File: src/rtl/cpu_pkg.sv
// Shared definitions for the 16-bit CISC core: bus widths, the extension-word
// opcode marker and the instruction fetch state encoding.
package cpu_pkg;

  localparam int AW = 5;
  localparam int DW = 16;

  localparam logic [3:0]    EXT_CODE = 4'h8;
  localparam logic [AW-1:0] PC_ONE   = 5'd1;

  typedef enum logic [1:0] {
    S_ADDR = 2'd0,
    S_OP   = 2'd1,
    S_EXT  = 2'd2,
    S_HOLD = 2'd3
  } fetch_state_e;

  // True when an opcode word announces a following immediate word.
  function automatic logic has_ext_word(input logic [DW-1:0] word);
    return (word[3:0] == EXT_CODE);
  endfunction

endpackage

File: src/rtl/instr_fetch_if.sv
// Fetch-stage bundle: memory read port, redirect input and the
// instruction valid/ready handshake towards decode.
interface instr_fetch_if;
  import cpu_pkg::*;

  logic [AW-1:0] eab;
  logic [DW-1:0] dout_m;
  logic          mem_busy;
  logic          bus_free;
  logic          redirect;
  logic [AW-1:0] redirect_addr;
  logic [DW-1:0] ir;
  logic [DW-1:0] imm;
  logic          ext;
  logic [AW-1:0] ins_pc;
  logic          ins_valid;
  logic          ins_ready;

  modport master (
    input  dout_m, mem_busy, redirect, redirect_addr, ins_ready,
    output eab, bus_free, ir, imm, ext, ins_pc, ins_valid
  );

  modport slave (
    output dout_m, mem_busy, redirect, redirect_addr, ins_ready,
    input  eab, bus_free, ir, imm, ext, ins_pc, ins_valid
  );

endinterface

File: src/rtl/fetch_pc.sv
// Program counter: redirect load has priority over increment; wraps mod 2^AW.
module fetch_pc
  import cpu_pkg::*;
(
  input  logic          clk,
  input  logic          rst,
  input  logic          load,
  input  logic [AW-1:0] load_addr,
  input  logic          inc,
  output logic [AW-1:0] pc
);

  logic [AW-1:0] pc_r;

  // PC register update
  always_ff @(posedge clk or posedge rst) begin
    if (rst) begin
      pc_r <= 5'd0;
    end else if (load) begin
      pc_r <= load_addr;
    end else if (inc) begin
      pc_r <= pc_r + PC_ONE;
    end else begin
      pc_r <= pc_r;
    end
  end

  assign pc = pc_r;

endmodule

File: src/rtl/instr_fetch.sv
// Instruction fetch: issues addresses to the unified memory, assembles one- or
// two-word instructions and presents them to decode over valid/ready.
module instr_fetch
  import cpu_pkg::*;
(
  input  logic         clk,
  input  logic         rst,
  instr_fetch_if.master fif
);

  fetch_state_e  state_r;
  logic [AW-1:0] eab_r;
  logic [DW-1:0] ir_r;
  logic [DW-1:0] imm_r;
  logic          ext_r;
  logic [AW-1:0] ins_pc_r;
  logic          ins_valid_r;
  logic          bus_free_r;
  logic [AW-1:0] pc_s;
  logic          pc_inc_s;

  fetch_pc u_fetch_pc (
    .clk       (clk),
    .rst       (rst),
    .load      (fif.redirect),
    .load_addr (fif.redirect_addr),
    .inc       (pc_inc_s),
    .pc        (pc_s)
  );

  // PC advances once per captured word unless a redirect reloads it
  always_comb begin
    pc_inc_s = 1'b0;
    if (fif.redirect) begin
      pc_inc_s = 1'b0;
    end else if ((state_r == S_OP) || (state_r == S_EXT)) begin
      pc_inc_s = 1'b1;
    end else begin
      pc_inc_s = 1'b0;
    end
  end

  // Fetch sequencer with registered outputs; redirect overrides every state
  always_ff @(posedge clk or posedge rst) begin
    if (rst) begin
      state_r     <= S_ADDR;
      eab_r       <= 5'd0;
      ir_r        <= 16'd0;
      imm_r       <= 16'd0;
      ext_r       <= 1'b0;
      ins_pc_r    <= 5'd0;
      ins_valid_r <= 1'b0;
      bus_free_r  <= 1'b1;
    end else if (fif.redirect) begin
      ins_valid_r <= 1'b0;
      if (!fif.mem_busy) begin
        eab_r      <= fif.redirect_addr;
        state_r    <= S_OP;
        bus_free_r <= 1'b0;
      end else begin
        state_r    <= S_ADDR;
        bus_free_r <= 1'b1;
      end
    end else begin
      case (state_r)
        S_ADDR: begin
          if (!fif.mem_busy) begin
            eab_r      <= pc_s;
            state_r    <= S_OP;
            bus_free_r <= 1'b0;
          end
        end
        S_OP: begin
          ir_r     <= fif.dout_m;
          ins_pc_r <= pc_s;
          if (has_ext_word(fif.dout_m)) begin
            eab_r   <= pc_s + PC_ONE;
            ext_r   <= 1'b1;
            state_r <= S_EXT;
          end else begin
            imm_r       <= 16'd0;
            ext_r       <= 1'b0;
            ins_valid_r <= 1'b1;
            state_r     <= S_HOLD;
            bus_free_r  <= 1'b1;
          end
        end
        S_EXT: begin
          imm_r       <= fif.dout_m;
          ins_valid_r <= 1'b1;
          state_r     <= S_HOLD;
          bus_free_r  <= 1'b1;
        end
        S_HOLD: begin
          if (fif.ins_ready) begin
            ins_valid_r <= 1'b0;
            if (!fif.mem_busy) begin
              eab_r      <= pc_s;
              state_r    <= S_OP;
              bus_free_r <= 1'b0;
            end else begin
              state_r    <= S_ADDR;
            end
          end
        end
        default: begin
          state_r     <= S_ADDR;
          ins_valid_r <= 1'b0;
          bus_free_r  <= 1'b1;
        end
      endcase
    end
  end

  assign fif.eab       = eab_r;
  assign fif.ir        = ir_r;
  assign fif.imm       = imm_r;
  assign fif.ext       = ext_r;
  assign fif.ins_pc    = ins_pc_r;
  assign fif.ins_valid = ins_valid_r;
  assign fif.bus_free  = bus_free_r;

endmodule

File: src/flat_wrapper.sv
// flat-port wrapper written by rule: the top's interface ports become plain ports
module instr_fetch_flat import cpu_pkg::*;
  (clk, rst, fif_dout_m, fif_mem_busy, fif_redirect, fif_redirect_addr, fif_ins_ready, fif_eab, fif_bus_free, fif_ir, fif_imm, fif_ext, fif_ins_pc, fif_ins_valid);
  instr_fetch_if fif_i ();
  input  logic clk;
  input  logic rst;
  input wire logic [$bits(fif_i.dout_m)-1:0] fif_dout_m;
  input wire logic [$bits(fif_i.mem_busy)-1:0] fif_mem_busy;
  input wire logic [$bits(fif_i.redirect)-1:0] fif_redirect;
  input wire logic [$bits(fif_i.redirect_addr)-1:0] fif_redirect_addr;
  input wire logic [$bits(fif_i.ins_ready)-1:0] fif_ins_ready;
  output wire logic [$bits(fif_i.eab)-1:0] fif_eab;
  output wire logic [$bits(fif_i.bus_free)-1:0] fif_bus_free;
  output wire logic [$bits(fif_i.ir)-1:0] fif_ir;
  output wire logic [$bits(fif_i.imm)-1:0] fif_imm;
  output wire logic [$bits(fif_i.ext)-1:0] fif_ext;
  output wire logic [$bits(fif_i.ins_pc)-1:0] fif_ins_pc;
  output wire logic [$bits(fif_i.ins_valid)-1:0] fif_ins_valid;
  assign fif_i.dout_m = fif_dout_m;
  assign fif_i.mem_busy = fif_mem_busy;
  assign fif_i.redirect = fif_redirect;
  assign fif_i.redirect_addr = fif_redirect_addr;
  assign fif_i.ins_ready = fif_ins_ready;
  assign fif_eab = fif_i.eab;
  assign fif_bus_free = fif_i.bus_free;
  assign fif_ir = fif_i.ir;
  assign fif_imm = fif_i.imm;
  assign fif_ext = fif_i.ext;
  assign fif_ins_pc = fif_i.ins_pc;
  assign fif_ins_valid = fif_i.ins_valid;
  instr_fetch u_core (.clk(clk), .rst(rst), .fif(fif_i));
endmodule
File: config.mk
export PLATFORM = sky130hd
export DESIGN_NAME = instr_fetch_flat
export DESIGN_NICKNAME = d
export VERILOG_FILES = /design/src/rtl/cpu_pkg.sv /design/src/rtl/instr_fetch_if.sv /design/src/rtl/fetch_pc.sv /design/src/rtl/instr_fetch.sv /design/src/flat_wrapper.sv
export SDC_FILE = /design/constraint.sdc
export NUM_CORES = 1
export LEC_CHECK = 0
export CAP_MARGIN = 25
export CELL_PAD_IN_SITES_DETAIL_PLACEMENT = 2
export CELL_PAD_IN_SITES_GLOBAL_PLACEMENT = 2
export CORE_ASPECT_RATIO = 1.75
export CORE_MARGIN = 2
export CORE_UTILIZATION = 27
export DETAILED_ROUTE_END_ITERATION = 7
export GPL_TIMING_DRIVEN = 0
export HOLD_SLACK_MARGIN = 0.12
export PLACE_DENSITY = 0.86
export SYNTH_ARGS = -nofsm -noshare
export SYNTH_HDL_FRONTEND = slang
export SYNTH_SLANG_ARGS = --single-unit
export TNS_END_PERCENT = 5
File: constraint.sdc
create_clock -name clk -period 1.8 [get_ports clk]
set_input_delay 0.36 -clock clk [delete_from_list [all_inputs] [get_ports clk]]
set_output_delay 0.36 -clock clk [all_outputs]
set_load 0.005 [all_outputs]
# Word level (Yosys, flattened, before mapping)
# Index checks and enable logic that the tools add are counted.
# W data, S select, Z words.
# totals
output_inout_bits	45
wordCells	61
input_bits	26
regBits	52
# op_classes
muxes	28
n_eq_ne	10
n_reduce_logical	12
addsub	1
bitwise	1
# op_table
op	n
$mux W5	7
$pmux W16 S2	1
$mux W16	1
$pmux W5 S3	1
$mux W1	12
$ne A3 B3 Y1 const B	4
$pmux W2 S4	1
$reduce_bool A4 Y1	2
$mux W2	3
$reduce_and A2 Y1	3
$reduce_and A3 Y1	2
$add A5 B1 Y5 const B	1
$eq A2 B2 Y1 const B	2
$eq A4 B4 Y1 const B	1
$ne A2 B2 Y1 const B	2
$pmux W1 S4	1
$reduce_and A4 Y1	1
$reduce_bool A2 Y1	2
$pmux W1 S3	1
$eq A2 B1 Y1 const B	1
$logic_not A2 Y1	1
$logic_or A1 B1 Y1	1
$not A1 Y1	1

# Longest topological paths before layout
# Gate-level depths: netlist of the first run.
# logic_depth
ltp_word	6
depth_mapped	8
depth_no_buf	6

# Cells and area by module
# From an unflattened synthesis of the first run, not the netlist that was laid out.
# hier_totals
hier_cells	218
area_unflattened_um2	2393.5
# modules_own_cells
module	cells_per_inst	area_each_um2	n_inst
instr_fetch	192	2143.3	1
fetch_pc	26	250.2	1

# Least setup slack after synthesis of the first run
# No wires, ideal clock.
# synth_timing
path_kind	reg2reg
start	reg u_core.state_r[1]
end	reg u_core.eab_r[0] (netlist: u_core.fif.eab[0])
setup_slack_ns	0.047
path_buffers	2
stages_incl_launch_ff	9
setup_ns	0.128
t_arrival_ns	1.625
cell_sequence	dfrtp_1 inv_1 ha_1 buf_4 nor2b_1 buf_2 nand2_2 o22ai_4 mux2_1
# synth_between
elab_chain_len	3
elab_cells_between_ends	9
classes_between	eq/ne: 4; mux: 2; reduce/logical: 3
# synth_rtl
element	line_no	rtl
start: declaration	instr_fetch.sv:11	fetch_state_e state_r;
start signal: assignment	instr_fetch.sv:46	state_r <= S_ADDR;
start signal: assignment	instr_fetch.sv:58	state_r <= S_OP;
start signal: assignment	instr_fetch.sv:61	state_r <= S_ADDR;
$eq A2 B1 Y1 (tied with other cells)	instr_fetch.sv:65	case (state_r)
$ne A3 B3 Y1 (no source line) (tied with other cells)	n/a	
$reduce_and A4 Y1 (no source line) or $mux W5 (tied branches)	n/a	
end signal: assignment	instr_fetch.sv:57	eab_r <= fif.redirect_addr;
end signal: assignment	instr_fetch.sv:68	eab_r <= pc_s;
end signal: assignment	instr_fetch.sv:77	eab_r <= pc_s + PC_ONE;
end: declaration	instr_fetch.sv:12	logic [AW-1:0] eab_r;
# Parallel ways exist; a longest one is shown, timed or not.
# A chain may end at the register's enable or synchronous reset.

# Worst setup path after layout of the first run
# layout_timing
start	reg u_core.state_r[1]
end	reg u_core.eab_r[1] (netlist: u_core.fif.eab[1])
# The elaborated chain is that of the path after synthesis.

==> results of run 1 <==
==> cell usage in the layout (no fill, tap or decap), types with 2 or more instances in the layout <==
cell type	n
mux2_2	29
buf_6	5
clkdlybuf4s50_1	66
clkbuf_16	5
o21ai_0	15
clkbuf_4	2
nand4_1	4
inv_1	2
o21ai_1	5
inv_2	4
dfrtp_2	2
buf_2	3
xnor2_1	6
a21oi_1	4
ha_1	2
nor2b_1	4
mux2_4	6
ha_4	2
nor2_1	5
dfrtp_1	49
nand2_1	37
a211oi_1	2
buf_4	11
dlymetal6s2s_1	2
dlygate4sd2_1	2
xor2_1	2
==> metrics by stage <==
stage | area, µm² | cells | setup slack, ps
finish | 3590 | 414 | 28.2
global route | 3590 | 414 | -18.7
CTS | 3480 | 409 | -64.4
detailed placement | 3260 | 397 | -471
global placement | 3240 | 396 | -923
floorplan | 2400 | 209 | 47.2
==> power by group <==
part / switching, µW / internal [µW] / leakage (µW)
Combinational: 1110 / 1680 / 0.000785
Sequential: 335 / 1660 / 0.000642
Clock: 441 / 518 / 0.0000702
==> layer usage <==
metal,vias to the layer above,global-route usage
li1,885,-
met1,986,0.174
met2,46,0.303
met3,6,0.0258
met4,0,0.0433
met5,-,0
==> registers in the layout, indices dropped and copies added (netlist names) <==
register	cells
u_core.u_fetch_pc.pc	5
u_core.fif.ins_pc	5
u_core.fif.imm	16
u_core.state_r	2
u_core.fif.ext	1
u_core.fif.eab	5
u_core.fif.ins_valid	1
u_core.fif.ir	16
u_core.fif.bus_free	1
==> cell type report <==
type	count	area, µm²
clock buffers	5	125
inverters	6	22.5
plain buffers	11	82.6
multi-input cells	138	1070
well taps	117	146
repair buffers	82	813
fillers	959	5080
clock inverters	3	21.3
flip-flops and latches	52	1310
==> how the worst max path moves through the flow <==
stage | cells after the start | start | to | slack, ps
final | 7 | u_core.state_r[1]$_DFFE_PP0P_ | u_core.fif.eab[1]$_DFFE_PP0P_ | 30
after global routing | 7 | u_core.state_r[1]$_DFFE_PP0P_ | u_core.fif.eab[0]$_DFFE_PP0P_ | -20
after CTS | 8 | u_core.state_r[1]$_DFFE_PP0P_ | u_core.fif.eab[1]$_DFFE_PP0P_ | -60
after detailed placement | 5 | fif_dout_m[0] | u_core.fif.eab[1]$_DFFE_PP0P_ | -470
after global placement | 2 | rst | u_core.fif.ir[0]$_DFFE_PP0P_ | -920
after floorplan | 8 | u_core.state_r[1]$_DFFE_PP0P_ | u_core.fif.eab[0]$_DFFE_PP0P_ | 50
==> what timing repair did <==
| item | 4_1_cts | 5_1_grt |
|---|---|---|
| resized for setup | 16 | 29 |
| pin swaps | 2 | 6 |
| setup buffers | 5 | 6 |
| setup endpoints to repair | 35 | 41 |
==> kinds of logic after synthesis <==
kind of cell | after synthesis | share of synthesized area
DFF | 52 | 0.543
buffers and inverters | 19 | 0.0365
AOI/OAI and AO/OA | 34 | 0.0887
and+or+nand+nor | 56 | 0.110
adders and majority gates | 5 | 0.0261
xor gates and xnor gates | 8 | 0.0292
muxes | 35 | 0.166
==> worst reg2reg max path, delay by kind of cell (launching register included) <==
family                   cells  cell delay (ps)
buffers and inverters        2              200
AO/OA/AOI/OAI                2              290
flip-flops                   1              380
multiplexers                 2              620
adder cells (fa/ha/maj)      1              180
==> out/results.ini, run 1 <==
[cts]
clock_latency_late_sink_ps=290
clockBufferDepth=2
ctsHtreeMaxLevel=2
cts_tree=done
clockRootBuffer=clkbuf_16
path_clk_slew_ps=70
cts.sinks=52
cts_buffers=5
postCtsHoldBufs=0

[route]
drt-met1-wl_mm=2.58
route.met3.wl_um=266
post_route_antenna_net_violation_count=0
totalWireLength_mm=7.23
top_layer_used=met4
met2_length_mm=4.31
detailedRoute.firstIterationViolations=71
routed-via-count=1923
drc=0
drt_first_pass_iters=4
routed_wire_length_per_instance_um=17.5
routed_via_density=4.64

[place]
dp.final_hpwl_mm=5.45
place_congestion=0.748
port-buffer-count=70

[sta]
holdWs_ps=391
report.final.hold_viol_count=0
slew_headroom=0.647
fin_worst_skew_ps=6.98
period_share=0.984
max_freq_mhz=564
setup_viols_final=0
grt_setup_unrepaired=true
timing_max_transition_violations_final=0
tightest_slew_ps=530
tns_ps=0
min_period_ps=1770

[global_routing]
gr-usage-all-layers=0.159
grt_start_max_net_pins=34
grt_pass1_vias=2159
grt_pass1_wl_mm=11.6
antenna_violations_before_repair=0
grt_overflow=0

[floorplanning]
floorplan.die_area_um2=9680
chipHeight_um=129
placeableCoreArea_um2=8670
rows=45
die-width_um=75.2
num_io_pins=71
start_util=0.276

[power]
vdd_drop_max_uv=610
design_power_total_uw=5750
p_per_area_nw_per_um2=1600
leakagePower_uw=0.00150

[synthesis]
yosysSeqAreaShare=0.543
syn_avg_cell_area_um2=11.5
count_of_flip_flops_with_a_built_in_enable_after_synthesis=0
postSynthRegisterBits=52
most_frequent_cell_after_synthesis=dfrtp_1
ys_top_cells_by_area=dfrtp_1 (53%), mux2_2 (14%), nand2_1 (5.8%), o21ai_0 (4.2%), ha_1 (2.6%)
post_synth_most_frequent_cells=dfrtp_1 (51), nand2_1 (37), mux2_2 (30), o21ai_0 (20), buf_2 (9)
synth_largest_area_cell=dfrtp_1
synth_nets=240
synth.distinct_cells=33
yosysWarnings=0
combined_area_of_all_synthesized_cells_um2=2400
postSynth.topFlopCell=dfrtp_1
post-synth-top-area-fraction=0.532
async_reset_ff_frac=1.00
synthCells=209

[critical_path]
critical_path.max_fanout=5
reg2reg_to=u_core.fif.eab[1]$_DFFE_PP0P_
cp_common_cell=mux2_4
ff2ff_setup_slack_ps=30
crit_path_max_incr_delay_ps=380
path_buf_inv=2
crit_arrival_ps=1950
cp-start-kind=flip-flop
critPathKind=reg -> reg
ff2ff_path_depth=7
worst_r2r_startpoint=u_core.state_r[1]$_DFFE_PP0P_
critical_path_endpoint_category=flip-flop
sequence_of_cells_on_the_critical_path=inv_2 > buf_4 > ha_2 > mux2_4 > a21oi_4 > o22ai_4 > mux2_4
critical-path-top-delay-family=multiplexers
crit_required_ps=1980
worst_path_max_delay_cell=dfrtp_1

[min_path]
hold_class=in -> reg
hold_path_startpoint=fif_dout_m[3]
whs_path_cells=3
min_delay_worst_endpoint=u_core.fif.imm[3]$_DFFE_PP0P_

[layout]
postLayoutCoreUtil=0.414
nNetsFinal=327
final_layout_size_suffix_gt1_frac=0.276
flow.area_growth_from_synthesis_pct=49.8
antenna_cells=0

[outcome]
run_status=complete, no violations

[run]
maxCapViolations=0

No activity file was read; power rests on OpenSTA's default activity.
==> run 2, diff against run 1 <==
--- a/config.mk
+++ b/config.mk
@@ -13,7 +13,6 @@
 export CORE_UTILIZATION = 27
 export DETAILED_ROUTE_END_ITERATION = 7
 export GPL_TIMING_DRIVEN = 0
-export HOLD_SLACK_MARGIN = 0.12
 export PLACE_DENSITY = 0.86
 export SYNTH_ARGS = -nofsm -noshare
 export SYNTH_HDL_FRONTEND = slang
==> results of run 2 <==
No change in the layout: final DEF, timing and power equal those of run 1.
==> run 3, diff against run 2 <==
--- a/config.mk
+++ b/config.mk
@@ -5,7 +5,7 @@
 export SDC_FILE = /design/constraint.sdc
 export NUM_CORES = 1
 export LEC_CHECK = 0
-export CAP_MARGIN = 25
+export CAP_MARGIN = 0
 export CELL_PAD_IN_SITES_DETAIL_PLACEMENT = 2
 export CELL_PAD_IN_SITES_GLOBAL_PLACEMENT = 2
 export CORE_ASPECT_RATIO = 1.75
==> out/results.ini, run 3 (same netlist as run 1, synthesis figures left out) <==
[power]
vdd_drop_max_uv=610  ; unchanged
pwr-share-seq=0.347  ; about the same
swShare=0.328  ; unchanged
p_clk_frac=0.167  ; about the same
p_per_area_nw_per_um2=1600  ; unchanged
netSwitchingPower_uw=1890  ; unchanged
comb_power_share=0.486  ; about the same
leakagePower_uw=0.00150  ; unchanged
p_int_uw=3860  ; unchanged

[min_path]
hold_class=in -> reg  ; unchanged

[route]
post_route_antenna_net_violation_count=0  ; unchanged
totalWireLength_mm=7.23  ; unchanged
routed-via-count=1923  ; unchanged
drt_first_pass_iters=4  ; unchanged
drc=0  ; unchanged
routed_via_density=4.64  ; unchanged
detailedRoute.firstIterationViolations=71  ; unchanged
routed_wire_length_per_instance_um=17.5  ; unchanged

[sta]
holdWs_ps=391  ; unchanged
tns_ps=0  ; unchanged
max_freq_mhz=564  ; unchanged
tightest_slew_ps=530  ; unchanged
grt_setup_unrepaired=true  ; unchanged
fin_worst_skew_ps=6.98  ; unchanged
min_period_ps=1770  ; unchanged
slew_headroom=0.647  ; unchanged
period_share=0.984  ; unchanged
report.final.hold_viol_count=0  ; unchanged
setup_viols_final=0  ; unchanged
timing_max_transition_violations_final=0  ; unchanged

[global_routing]
gr-usage-all-layers=0.159  ; unchanged
grt_start_max_net_pins=34  ; unchanged
met2_usage=0.303  ; unchanged
global_route.usage.met3=0.0258  ; unchanged
grt_overflow=0  ; unchanged
grt_pass1_wl_mm=11.6  ; unchanged
antenna_violations_before_repair=0  ; unchanged
grt_use_met1=0.174  ; unchanged
gr-max-usage-layer=met2  ; unchanged
grt_pass1_vias=2159  ; unchanged

[floorplanning]
chipHeight_um=129  ; unchanged
placeableCoreArea_um2=8670  ; unchanged
floorplan.die_area_um2=9680  ; unchanged
rows=45  ; unchanged
num_io_pins=71  ; unchanged
start_util=0.276  ; unchanged
die-width_um=75.2  ; unchanged

[cts]
clockRootBuffer=clkbuf_16  ; unchanged
cts_tree=done  ; unchanged
clock_latency_late_sink_ps=290  ; about the same
path_clk_slew_ps=70  ; about the same
cts_buffers=5  ; unchanged
ctsHtreeMaxLevel=2  ; unchanged
cts.sinks=52  ; unchanged
clockBufferDepth=2  ; unchanged

[critical_path]
crit_path_max_incr_delay_ps=380  ; about the same
critPathKind=reg -> reg  ; unchanged
cp_common_cell=mux2_4  ; unchanged
critical_path.max_fanout=5  ; unchanged
cp-start-kind=flip-flop  ; unchanged
critical_path_endpoint_category=flip-flop  ; unchanged
sequence_of_cells_on_the_critical_path=inv_2 > buf_4 > ha_2 > mux2_4 > a21oi_4 > o22ai_4 > mux2_4  ; unchanged
crit_required_ps=1980  ; about the same
crit_arrival_ps=1950  ; about the same
path_buf_inv=2  ; unchanged
worst_path_max_delay_cell=dfrtp_1  ; unchanged
critical-path-top-delay-family=multiplexers  ; unchanged

[place]
place_congestion=0.748  ; unchanged
dp.final_hpwl_mm=5.45  ; unchanged
placed_area_um2=3260  ; unchanged
port-buffer-count=70  ; unchanged
dpl_cells=397  ; unchanged

[layout]
flow.area_growth_from_synthesis_pct=49.8  ; unchanged
nNetsFinal=327  ; unchanged
layout.cells.most_common_list=clkdlybuf4s50_1 (66), dfrtp_1 (49), nand2_1 (37)  ; unchanged
antenna_cells=0  ; unchanged
postLayoutCoreUtil=0.414  ; unchanged
final_layout_size_suffix_gt1_frac=0.276  ; unchanged
layout_commonest_cell=clkdlybuf4s50_1  ; unchanged
post-route-cell-area_um2=3590  ; unchanged
layoutNonFillerInstCount=414  ; unchanged
final.fill_count=959  ; unchanged

[run]
maxCapViolations=0  ; unchanged

[outcome]
run_status=complete, no violations  ; unchanged

[run 3: through the flow]
stage | setup WS (ps) | total power (µW)
2_1_floorplan | 47.2 | 3190
3_3_place_gp | -923 | 4360
3_5_place_dp | -471 | 4530
4_1_cts | -64.4 | 5670
5_1_grt | -18.7 | 6150
6_report | 28.2 | 5750
[run 3: path summary, 6_finish.rpt]
| check | start | to | slack (ps) | cells after the start |
|---|---|---|---|---|
| worst max-delay path | u_core.state_r[1]$_DFFE_PP0P_ | u_core.fif.eab[1]$_DFFE_PP0P_ | 30 | 7 |
| worst min-delay path | fif_dout_m[3] | u_core.fif.imm[3]$_DFFE_PP0P_ | 390 | 3 |
| worst max register to register | u_core.state_r[1]$_DFFE_PP0P_ | u_core.fif.eab[1]$_DFFE_PP0P_ | 30 | 7 |
| worst min register to register | u_core.fif.imm[10]$_DFFE_PP0P_ | u_core.fif.imm[10]$_DFFE_PP0P_ | 480 | 2 |
| max in group asynchronous | rst | u_core.state_r[0]$_DFFE_PP0P_ | 850 | 3 |
| min in group asynchronous | rst | u_core.fif.ext$_DFFE_PP0P_ | 410 | 2 |
[run 3: area by class of cell]
type                       count  area [µm²]  area share
clock buffer                   5         125      0.0348
sequential                    52        1310       0.363
inverter                       6        22.5     0.00627
tap                          117         146      0.0408
clock inverter                 3        21.3     0.00592
multi-input combinational    138        1070       0.299
timing repair buffer          82         813       0.226
buffer                        11        82.6      0.0230
[run 3: worst min-delay path, delay by kind of cell]
| family | cells | cell delay, ps |
|---|---|---|
| buffers and inverters | 1 | 160 |
| and+or+nand+nor | 1 | 70 |
| AOI/OAI and AO/OA | 1 | 60 |
[run 3: what timing repair did]
action,CTS,global route
hold endpoints to repair,0,0
hold buffers,0,0
setup endpoints to repair,35,41
pin swaps,2,6
setup buffers,5,6
gates resized for setup,16,29
[run 3: layer usage]
layer	routed length [µm]	vias up
met1	2580	986
li1	-	885
met4	67	0
met2	4310	46
met5	0	-
met3	266	6
[run 3: power groups by stage]
stage / clock (µW) / combinational [µW] / sequential [µW]
after floorplan: 0 / 1220 / 1970
after global placement: 0 / 2390 / 1970
after detailed placement: 0 / 2520 / 2010
after CTS: 999 / 2680 / 2000
after global routing: 1030 / 3060 / 2060
final: 960 / 2800 / 1990
